## config.mk

```make
export PLATFORM = sky130hd
export DESIGN_NAME = wb_conbus_rr
export DESIGN_NICKNAME = d
export VERILOG_FILES = /design/src/rtl/wb_conbus_rr_pkg.sv /design/src/rtl/wb_conbus_rr_arbiter.sv /design/src/rtl/wb_conbus_rr.sv
export SDC_FILE = /design/constraint.sdc
export NUM_CORES = 1
export LEC_CHECK = 0
export BUFFER_PORTS_ARGS = -buffer_cell sky130_fd_sc_hd__buf_4
export CAP_MARGIN = 10
export CORE_AREA = 3 3 177 179
export DETAILED_ROUTE_END_ITERATION = 10
export DIE_AREA = 0 0 180 182
export GPL_TIMING_DRIVEN = 1
export SYNTH_ARGS = -nofsm -noshare
export SYNTH_HDL_FRONTEND = slang
export SYNTH_SLANG_ARGS = --single-unit
```

## constraint.sdc

```tcl
create_clock -name sys_clk -period 2.15 [get_ports sys_clk]
set_clock_uncertainty 0.15 [all_clocks]
set_input_delay 0.215 -clock sys_clk [delete_from_list [all_inputs] [get_ports sys_clk]]
set_output_delay 0.215 -clock sys_clk [all_outputs]
set_load 0.01 [all_outputs]
```

## src/rtl/wb_conbus_rr_pkg.sv

```systemverilog
// rtl/wb_conbus_rr_pkg.sv - shared bus widths, arbiter states and clog2 helper
package wb_conbus_rr_pkg;

   localparam int WB_AW = 32;
   localparam int WB_DW = 32;
   localparam int WB_SW = 4;

   typedef enum logic {
      ARB_IDLE = 1'b0,
      ARB_BUSY = 1'b1
   } arb_state_e;

   // ceil(log2(value)); used for index and counter widths at elaboration
   function automatic int wb_clog2(input int value);
      int r;
      r = 0;
      while ((1 << r) < value) r++;
      return r;
   endfunction

endpackage

```

## src/rtl/wb_conbus_rr_arbiter.sv

```systemverilog
// rtl/wb_conbus_rr_arbiter.sv - round-robin grant holder with IDLE/BUSY ownership FSM
module wb_conbus_rr_arbiter
   import wb_conbus_rr_pkg::*;
#(
   parameter int N_M   = 2,
   parameter int IDX_W = (N_M > 1) ? wb_clog2(N_M) : 1
) (
   input  logic             clk_i,
   input  logic             rst_i,
   input  logic [N_M-1:0]   req_i,
   input  logic             release_i,
   output logic [N_M-1:0]   gnt_onehot_o,
   output logic [IDX_W-1:0] gnt_idx_o,
   output logic             gnt_valid_o
);

   arb_state_e       state_q, state_d;
   logic [IDX_W-1:0] gnt_q, gnt_d;
   logic [IDX_W-1:0] last_q, last_d;
   logic [IDX_W-1:0] pick_idx;
   logic             pick_any;

   // first requester after the last owner: scan above last, then wrap from 0
   always_comb begin
      pick_any = 1'b0;
      pick_idx = '0;
      for (int i = 0; i < N_M; i++) begin
         if (!pick_any && req_i[i] && (i > int'(last_q))) begin
            pick_any = 1'b1;
            pick_idx = IDX_W'(i);
         end
      end
      for (int i = 0; i < N_M; i++) begin
         if (!pick_any && req_i[i]) begin
            pick_any = 1'b1;
            pick_idx = IDX_W'(i);
         end
      end
   end

   // ownership FSM: grant registered in IDLE, held in BUSY until owner drops cyc
   always_comb begin
      state_d = state_q;
      gnt_d   = gnt_q;
      last_d  = last_q;
      case (state_q)
         ARB_IDLE: begin
            if (pick_any) begin
               state_d = ARB_BUSY;
               gnt_d   = pick_idx;
            end
         end
         ARB_BUSY: begin
            if (release_i) begin
               state_d = ARB_IDLE;
               last_d  = gnt_q;
            end
         end
      endcase
   end

   // state registers; last owner resets to N_M-1 so master 0 wins first
   always_ff @(posedge clk_i) begin
      if (rst_i) begin
         state_q <= ARB_IDLE;
         gnt_q   <= '0;
         last_q  <= IDX_W'(N_M - 1);
      end else begin
         state_q <= state_d;
         gnt_q   <= gnt_d;
         last_q  <= last_d;
      end
   end

   // one-hot grant is empty whenever no owner holds the bus
   always_comb begin
      gnt_onehot_o = '0;
      for (int i = 0; i < N_M; i++) begin
         if ((state_q == ARB_BUSY) && (gnt_q == IDX_W'(i))) gnt_onehot_o[i] = 1'b1;
      end
   end

   assign gnt_idx_o   = gnt_q;
   assign gnt_valid_o = (state_q == ARB_BUSY);

endmodule

```

## src/rtl/wb_conbus_rr.sv

```systemverilog
// rtl/wb_conbus_rr.sv - N-master M-slave Wishbone shared bus with RR arbitration, decode error and timeout
module wb_conbus_rr
   import wb_conbus_rr_pkg::*;
#(
   parameter int N_M      = 2,
   parameter int N_S      = 6,
   parameter int S_ADDR_W = 3,
   parameter logic [N_S*S_ADDR_W-1:0] S_ADDR_MAP =
      {3'b110, 3'b101, 3'b100, 3'b011, 3'b010, 3'b000},
   parameter int TIMEOUT  = 255
) (
   input  logic                   sys_clk,
   input  logic                   sys_rst,
   input  logic [N_M*WB_AW-1:0]   m_adr_i,
   input  logic [N_M*WB_DW-1:0]   m_dat_i,
   input  logic [N_M*WB_SW-1:0]   m_sel_i,
   input  logic [N_M-1:0]         m_we_i,
   input  logic [N_M-1:0]         m_cyc_i,
   input  logic [N_M-1:0]         m_stb_i,
   output logic [WB_DW-1:0]       m_dat_o,
   output logic [N_M-1:0]         m_ack_o,
   output logic [N_M-1:0]         m_err_o,
   output logic [WB_AW-1:0]       s_adr_o,
   output logic [WB_DW-1:0]       s_dat_o,
   output logic [WB_SW-1:0]       s_sel_o,
   output logic                   s_we_o,
   output logic [N_S-1:0]         s_cyc_o,
   output logic [N_S-1:0]         s_stb_o,
   input  logic [N_S*WB_DW-1:0]   s_dat_i,
   input  logic [N_S-1:0]         s_ack_i
);

   localparam int IDX_W = (N_M > 1) ? wb_clog2(N_M) : 1;
   localparam int CNT_W = (TIMEOUT > 0) ? wb_clog2(TIMEOUT + 1) : 1;
   localparam logic [CNT_W-1:0] CNT_LAST = (TIMEOUT > 0) ? CNT_W'(TIMEOUT - 1) : '0;

   logic [N_M-1:0]   gnt_oh;
   logic [IDX_W-1:0] gnt_idx;
   logic             gnt_valid;
   logic             arb_release;
   logic             cyc_g, stb_g, we_g;
   logic [WB_AW-1:0] adr_g;
   logic [WB_DW-1:0] dat_g;
   logic [WB_SW-1:0] sel_g;
   logic [N_S-1:0]   hit;
   logic             hit_any;
   logic             ack_sel;
   logic [WB_DW-1:0] dat_sel;
   logic             ack_g;
   logic             to_reach;
   logic             err_d, err_q;
   logic [CNT_W-1:0] cnt_d, cnt_q;

   assign cyc_g       = gnt_valid & m_cyc_i[gnt_idx];
   assign stb_g       = cyc_g & m_stb_i[gnt_idx];
   assign arb_release = gnt_valid & ~m_cyc_i[gnt_idx];

   wb_conbus_rr_arbiter #(
      .N_M   (N_M),
      .IDX_W (IDX_W)
   ) u_arb (
      .clk_i        (sys_clk),
      .rst_i        (sys_rst),
      .req_i        (m_cyc_i),
      .release_i    (arb_release),
      .gnt_onehot_o (gnt_oh),
      .gnt_idx_o    (gnt_idx),
      .gnt_valid_o  (gnt_valid)
   );

   // granted master's request fields; all zero while nobody owns the bus
   always_comb begin
      adr_g = '0;
      dat_g = '0;
      sel_g = '0;
      we_g  = 1'b0;
      for (int i = 0; i < N_M; i++) begin
         adr_g = adr_g | (m_adr_i[i*WB_AW +: WB_AW] & {WB_AW{gnt_oh[i]}});
         dat_g = dat_g | (m_dat_i[i*WB_DW +: WB_DW] & {WB_DW{gnt_oh[i]}});
         sel_g = sel_g | (m_sel_i[i*WB_SW +: WB_SW] & {WB_SW{gnt_oh[i]}});
         we_g  = we_g  | (m_we_i[i] & gnt_oh[i]);
      end
   end

   // top-bit decode, lowest matching map entry wins
   always_comb begin
      hit     = '0;
      hit_any = 1'b0;
      for (int k = 0; k < N_S; k++) begin
         if (gnt_valid && !hit_any &&
             (adr_g[WB_AW-1 -: S_ADDR_W] == S_ADDR_MAP[k*S_ADDR_W +: S_ADDR_W])) begin
            hit[k]  = 1'b1;
            hit_any = 1'b1;
         end
      end
   end

   // response mux from the decoded slave; zero data on no hit
   always_comb begin
      ack_sel = 1'b0;
      dat_sel = '0;
      for (int k = 0; k < N_S; k++) begin
         ack_sel = ack_sel | (s_ack_i[k] & hit[k]);
         dat_sel = dat_sel | (s_dat_i[k*WB_DW +: WB_DW] & {WB_DW{hit[k]}});
      end
   end

   assign ack_g    = stb_g & ack_sel;
   assign to_reach = (TIMEOUT > 0) && (cnt_q == CNT_LAST);

   // err on unmapped strobe or on the count reaching TIMEOUT; an err cycle ends
   // the transfer, and a same-cycle ack always beats a pending err
   always_comb begin
      err_d = stb_g & ~ack_g & ~err_q & (~hit_any | to_reach);
      if (!stb_g || ack_g || err_d || to_reach) cnt_d = '0;
      else                                      cnt_d = cnt_q + 1'b1;
   end

   // error flag and ack-timeout counter
   always_ff @(posedge sys_clk) begin
      if (sys_rst) begin
         err_q <= 1'b0;
         cnt_q <= '0;
      end else begin
         err_q <= err_d;
         cnt_q <= cnt_d;
      end
   end

   assign s_adr_o = adr_g;
   assign s_dat_o = dat_g;
   assign s_sel_o = sel_g;
   assign s_we_o  = we_g;
   assign s_cyc_o = hit & {N_S{cyc_g}};
   assign s_stb_o = hit & {N_S{stb_g & ~err_q}};
   assign m_dat_o = dat_sel;
   assign m_ack_o = gnt_oh & {N_M{ack_g}};
   assign m_err_o = gnt_oh & {N_M{err_q & ~ack_g}};

endmodule

```

# Word level (Yosys, flattened, before mapping)

Index checks and enable logic that the tools add are counted.

Register bits: 12
Bits in latches: 0
RAM bits: 0
Bits in read-only memories: 0
Output and inout port bits: 117
Word-level logic and storage cells: 124
Memories kept: 0

Add/sub/neg operators: 1
$mul: 0
Divide/modulo/power cells: 0
Magnitude comparators: 2
Equal/unequal tests: 6
Shift operators: 0
Multiplexer cells: 25
Bitwise operators: 54
Reduce and logical (&&, ||, !) cells: 31

Operators by type and width:

| kind                                                                  | number |
|---|---|
| 32-bit bitwise AND                                                    | 10 |
| 32-bit OR                                                             | 7 |
| 1-bit 2-to-1 mux                                                      | 24 |
| 1-bit bitwise AND                                                     | 17 |
| 1-bit logical AND                                                     | 16 |
| 6-bit bitwise AND                                                     | 2 |
| 3-bit == test (second input constant)                                 | 3 |
| 8-bit by 1-bit adder with 8-bit output (second input constant)        | 1 |
| 4-bit bitwise AND                                                     | 2 |
| 8-bit == test (second input constant)                                 | 1 |
| 1-bit logical NOT                                                     | 8 |
| 1-bit OR                                                              | 7 |
| 3-bit by 2-bit == test with 1-bit output (second input constant)      | 2 |
| 1-bit NOT                                                             | 6 |
| 2-bit bitwise AND                                                     | 2 |
| 4-bit OR                                                              | 1 |
| 2-bit AND reduction                                                   | 2 |
| 3-bit logical NOT                                                     | 1 |
| 1-bit logical OR                                                      | 3 |
| 1-bit by 2-bit < comparator with 1-bit output (second input constant) | 1 |
| 1-bit one-hot mux with 2 select lines                                 | 1 |
| 2-bit OR reduction                                                    | 1 |
| 1-bit greater-than comparator (first input constant)                  | 1 |

# Depth between registers and ports, before layout

Depth in word-level cells: 38
Depth in mapped cells: 8

# Cells and area by module

From an unflattened synthesis, not the netlist that was laid out.

Cells, all modules: 400
Area total of the unflattened synthesis: 3032.9 sq um

Modules (own cells, without submodules):

| module               | times used | cells each | area an instance (sq um) |
|---|---|---|---|
| wb_conbus_rr         | 1          | 386        | 2905.3 |
| wb_conbus_rr_arbiter | 1          | 14         | 127.6 |

# Least setup slack after synthesis

Ideal clock, no wire load.

Kind: register to output
Start: register u_arb.gnt_q, in the netlist u_arb.gnt_idx_o
End: output port m_err_o[0]
Data arrival time: 1.861 ns
Setup slack: -0.076 ns
Cell stages (with the launch flop): 7
Path buffers: 1
Cell sequence: dfxtp_1 -> mux2i_1 -> mux2i_1 -> nor2_1 -> or3_4 -> buf_6 -> a211oi_1

Word-level cells in the longest chain between the ends: 34
Elaborated cells between the ends (all ways): 61
Classes of those cells: eq/ne: 5; mux: 16; bitwise: 21; reduce/logical: 19

Ends and longest elaborated chain:

| element                         | RTL line                   | source |
|---|---|---|
| start: declaration              | wb_conbus_rr_arbiter.sv:18 | `logic [IDX_W-1:0] gnt_q, gnt_d;` |
| start signal: assignment        | wb_conbus_rr_arbiter.sv:70 | `gnt_q <= gnt_d;` |
| 1-bit NOT                       | wb_conbus_rr_arbiter.sv:79 | `if ((state_q == ARB_BUSY) && (gnt_q == IDX_W'(i))) gnt_onehot_o[i] = 1'b1;` |
| 1-bit logical AND               | wb_conbus_rr_arbiter.sv:79 |  |
| 1-bit 2-to-1 mux                | wb_conbus_rr_arbiter.sv:79 |  |
| 32-bit bitwise AND              | wb_conbus_rr.sv:78         | `adr_g = adr_g \| (m_adr_i[i*WB_AW +: WB_AW] & {WB_AW{gnt_oh[i]}});` |
| 32-bit OR                       | wb_conbus_rr.sv:78         |  |
| 3-bit logical NOT               | wb_conbus_rr.sv:91         | `(adr_g[WB_AW-1 -: S_ADDR_W] == S_ADDR_MAP[k*S_ADDR_W +: S_ADDR_W])) begin` |
| 1-bit logical AND               | wb_conbus_rr.sv:90         | `if (gnt_valid && !hit_any &&` |
| 1-bit 2-to-1 mux                | wb_conbus_rr.sv:90         |  |
| (+17 left out)                  | n/a                        |  |
| 1-bit logical AND (2 in series) | wb_conbus_rr.sv:90         |  |
| 1-bit 2-to-1 mux                | wb_conbus_rr.sv:90         |  |
| 1-bit bitwise AND               | wb_conbus_rr.sv:103        | `ack_sel = ack_sel \| (s_ack_i[k] & hit[k]);` |
| 1-bit OR                        | wb_conbus_rr.sv:103        |  |
| 1-bit bitwise AND               | wb_conbus_rr.sv:108        | `assign ack_g = stb_g & ack_sel;` |
| 1-bit NOT                       | wb_conbus_rr.sv:138        | `assign m_err_o = gnt_oh & {N_M{err_q & ~ack_g}};` |
| 1-bit bitwise AND               | wb_conbus_rr.sv:138        |  |
| 2-bit bitwise AND (*)           | wb_conbus_rr.sv:138        |  |
| end: declaration                | wb_conbus_rr.sv:22         | `output logic [N_M-1:0] m_err_o,` |

Every way passes the cells marked *; elsewhere a longest branch is shown, timed or not. The select of a mux whose other input is x is not followed.

# Final worst setup path

Start: register u_arb.gnt_q, in the netlist u_arb.gnt_idx_o
End: output port m_dat_o[16]

Word-level cells in the longest chain between the ends: 30
Elaborated cells between the ends (all ways): 51
Classes of those cells: eq/ne: 5; mux: 12; bitwise: 15; reduce/logical: 19

Ends and longest elaborated chain:

| element                         | RTL line                   | source |
|---|---|---|
| 1-bit NOT                       | wb_conbus_rr_arbiter.sv:79 |  |
| 1-bit logical AND               | wb_conbus_rr_arbiter.sv:79 |  |
| 1-bit 2-to-1 mux                | wb_conbus_rr_arbiter.sv:79 |  |
| 32-bit bitwise AND              | wb_conbus_rr.sv:78         |  |
| 32-bit OR (*)                   | wb_conbus_rr.sv:78         |  |
| 3-bit logical NOT               | wb_conbus_rr.sv:91         |  |
| 1-bit logical AND               | wb_conbus_rr.sv:90         |  |
| 1-bit 2-to-1 mux                | wb_conbus_rr.sv:90         |  |
| (+12 left out)                  | n/a                        |  |
| 1-bit logical NOT               | wb_conbus_rr.sv:90         |  |
| 1-bit logical AND (2 in series) | wb_conbus_rr.sv:90         |  |
| 1-bit 2-to-1 mux                | wb_conbus_rr.sv:90         |  |
| 1-bit logical NOT               | wb_conbus_rr.sv:90         |  |
| 1-bit logical AND (2 in series) | wb_conbus_rr.sv:90         |  |
| 1-bit 2-to-1 mux                | wb_conbus_rr.sv:90         |  |
| 32-bit bitwise AND              | wb_conbus_rr.sv:104        | `dat_sel = dat_sel \| (s_dat_i[k*WB_DW +: WB_DW] & {WB_DW{hit[k]}});` |
| 32-bit OR (*)                   | wb_conbus_rr.sv:104        |  |
| end: declaration                | wb_conbus_rr.sv:20         | `output logic [WB_DW-1:0] m_dat_o,` |

Every way passes the cells marked *; elsewhere a longest branch is shown, timed or not.

==> flow_metrics.py <==
metrics = {
    "status": {
        "status": "complete, but fails checks",
        "failed_checks": "setup timing",
    },
    "global_routing": {
        "grt_max_degree": 65,
        "grt_pass1_vias": 5823,
        "antenna_found_initial": 2,
        "grt-ovfl-total": 0,
        "grt_usage": 0.146,
        "grt_pass1_wl_mm": 36.7,
    },
    "floorplanning": {
        "chipHeight_um": 182,
        "core_area_um2": 29700,
        "die-width_um": 180,
        "die_area_um2": 32800,
        "start_util": 0.113,
        "fp-row-count": 63,
        "ios": 459,
    },
    "clocking": {
        "cts_tree": "done",
        "ctsHoldBuffers": 0,
        "clk_pin_slew_ns": 0.05,
        "cts_made_buffers": 3,
        "cts_sinks": 12,
        "cts_root_buf": "clkbuf_16",
        "htreeDepth": 1,
        "clock_latency_ns": 0.25,
        "clk_path_buf_depth": 2,
    },
    "flow_run": {
        "cap_violations": 0,
    },
    "route": {
        "vias": 5605,
        "drt_iter0_markers": 211,
        "viasPerCell": 4.27,
        "drt_wl_total_mm": 26.5,
        "first_pass_iters": 5,
        "ant_nets": 0,
        "post-route-drc-count": 0,
        "wl_per_cell_um": 20.2,
    },
    "power": {
        "switching_share": 0.363,
        "ir_drop_uv": 171,
        "p_comb_frac": 0.745,
        "power_switching_w": 0.000899,
        "power_density_nw_per_um2": 294,
        "seqPwrFrac": 0.096,
        "p_leak_nw": 3.83,
        "pwr-share-clk": 0.159,
        "internal-power_w": 0.00158,
    },
    "cells_and_area": {
        "fin_nets": 1267,
        "syn2layout_area_growth_pct": 151,
        "drive_gt1_frac": 0.639,
        "diodes": 0,
        "instances_no_fill": 1312,
    },
    "synth": {
        "synth-seq-cells": 12,
        "synthMuxAreaShare": 0.285,
        "ys_seq_area_frac": 0.0713,
        "synth_area_per_cell_um2": 7.73,
        "synth_top_family_by_area": "multiplexers",
        "ys_types": 43,
        "async_flop_share": 0,
        "synth_xor_xnor_area_share": 0.0182,
        "syn_nets": 780,
        "yosys.area.top_type": "mux2i_1",
        "yosysTopAreaCellShare": 0.285,
        "synthTopCellsByArea": "mux2i_1 (29%), nor2b_1 (13%), a221o_1 (12%)",
        "syn_inst": 436,
        "synth-edff-count": 0,
        "yosys-top-cells-count": "mux2i_1 (96), nor2b_1 (70), a221o_1 (39), o22ai_1 (28), a21oi_1 (24)",
        "ys.flop_type": "dfxtp_1",
        "synthSimpleGateAreaFrac": 0.263,
        "yosys.cell_count.top_type": "mux2i_1",
        "synth-compound-area-share": 0.285,
        "synthesis.area_um2": 3370,
        "synth-adder-area-share": 0.00743,
        "ys_warn_count": 0,
    },
    "worst_setup_path": {
        "crit_fanout": 14,
        "crit_type": "register to output pin",
        "setup.worst_path.start_class": "register",
        "cp.arrival_ns": 2.07,
        "setup.worst_path.end_class": "output pin",
        "required_ns": 1.78,
    },
    "placed_design": {
        "dpl.hpwl_mm": 22.3,
        "placedCellCount": 1291,
        "gp_congestion": 0.974,
        "port_buffers": 458,
        "preCtsSetupSlack_ns": -0.231,
    },
    "worst_hold_path": {
        "hold_class": "input port to register",
    },
    "sta": {
        "tightest_slew_ns": 0.423,
        "hold_viol_final": 0,
        "relSlewSlack": 0.716,
        "fin_ws_ns": -0.284,
        "clock.fmax_ghz": 0.411,
        "post-route-period-util": 1.13,
        "slew_violations": 0,
        "rsz0062_at_grt": "yes",
        "fin_crit_ns": 2.43,
        "finalSetupViolCount": 41,
    },
}
stage by stage:
step            util  total power [W]  area, um2  hold WS, ns  TNS, ns
2_1_floorplan      -         0.000883       3370        0.143   -0.152
3_3_place_gp   0.255          0.00190       7590        0.352    -5.48
3_5_place_dp   0.255          0.00191       7590        0.381    -5.94
4_1_cts        0.273          0.00245       8130        0.120   -10.51
5_1_grt        0.284          0.00264       8440        0.132   -12.92
6_report       0.284          0.00248       8440        0.127    -8.65
registers in the layout, summed over array words and instances, names as in the netlist:
name,cells
u_arb.gnt_idx_o,1
err_q,1
u_arb.gnt_valid_o,1
cnt_q,8
u_arb.last_q,1
metal layers:
metal,wire length [um],vias to the layer above,global-route usage
met5,26,-,0
met3,2070,36,0.0335
met4,773,4,0.0507
li1,-,2666,-
met1,10300,2547,0.167
met2,13400,352,0.266
logic make-up (layout without fill, tap and decap cells):
kind of cell | count (synthesis) | count (layout)
flip-flops | 12 | 12
buffers and inverters | 49 | 535
AND/OR/NAND/NOR | 145 | 145
adder cells (fa/ha/maj) | 2 | 2
AO/OA/AOI/OAI | 125 | 125
XOR/XNOR | 7 | 7
multiplexers | 96 | 96
final cells by class:
| cell class | instances | area (um2) |
|---|---|---|
| Clock buffer | 4 | 88.8 |
| Fill cell | 3176 | 21300 |
| Inverter | 6 | 30.0 |
| Multi-Input combinational cell | 375 | 3210 |
| Sequential cell | 12 | 248 |
| Tap cell | 390 | 488 |
| Timing Repair Buffer | 525 | 4370 |
repair_timing:
action / in CTS / in global routing
cloned: 4 / 2
setup buffers: 6 / 8
pin swaps: 15 / 18
endpoints found under the setup margin: 120 / 57
gates resized for setup: 66 / 47
power by group through the flow:
stage	Sequential (W)	Clock, W	Combinational [W]
3_5_place_dp	0.000243	0	0.00166
4_1_cts	0.000240	0.000415	0.00179
6_report	0.000238	0.000394	0.00185
2_1_floorplan	0.000237	0	0.000646
5_1_grt	0.000238	0.000423	0.00198
3_3_place_gp	0.000242	0	0.00165
worst paths after layout:
| check | start | end | slack, ns | depth (start not counted) |
|---|---|---|---|---|
| hold / removal | sys_rst | cnt_q[7] | 0.13 | 2 |
| setup / recovery | u_arb.gnt_idx_o | m_dat_o[16] | -0.28 | 9 |
| setup reg to reg | u_arb.gnt_idx_o | cnt_q[5] | 0.06 | 7 |
| hold reg to reg | u_arb.last_q | u_arb.last_q | 0.39 | 2 |
layout by cell type (no fill, tap or decap), drive strengths merged, types with 4 or more instances in the layout:
master  count
clkbuf      6
a221o      39
a22oi      12
a222oi      6
buf       522
dfxtp      12
o21ai       4
xor2        6
nor2       23
nand2b      5
nand2      10
mux2i      96
inv         6
nor2b      70
nor3       12
o22ai      28
a21oi      24
nor4        8
critical path, stage by stage, from the launching register on:
cell and delay, ns:
dfxtp_4 0.36, mux2i_1 0.18, buf_4 0.17, nand2b_4 0.18, inv_8 0.07, buf_12 0.15, a221o_1 0.31, o22ai_2 0.19
nor2_2 0.07, buf_4 0.14
Note: power is estimated with default switching activity, not from simulation.
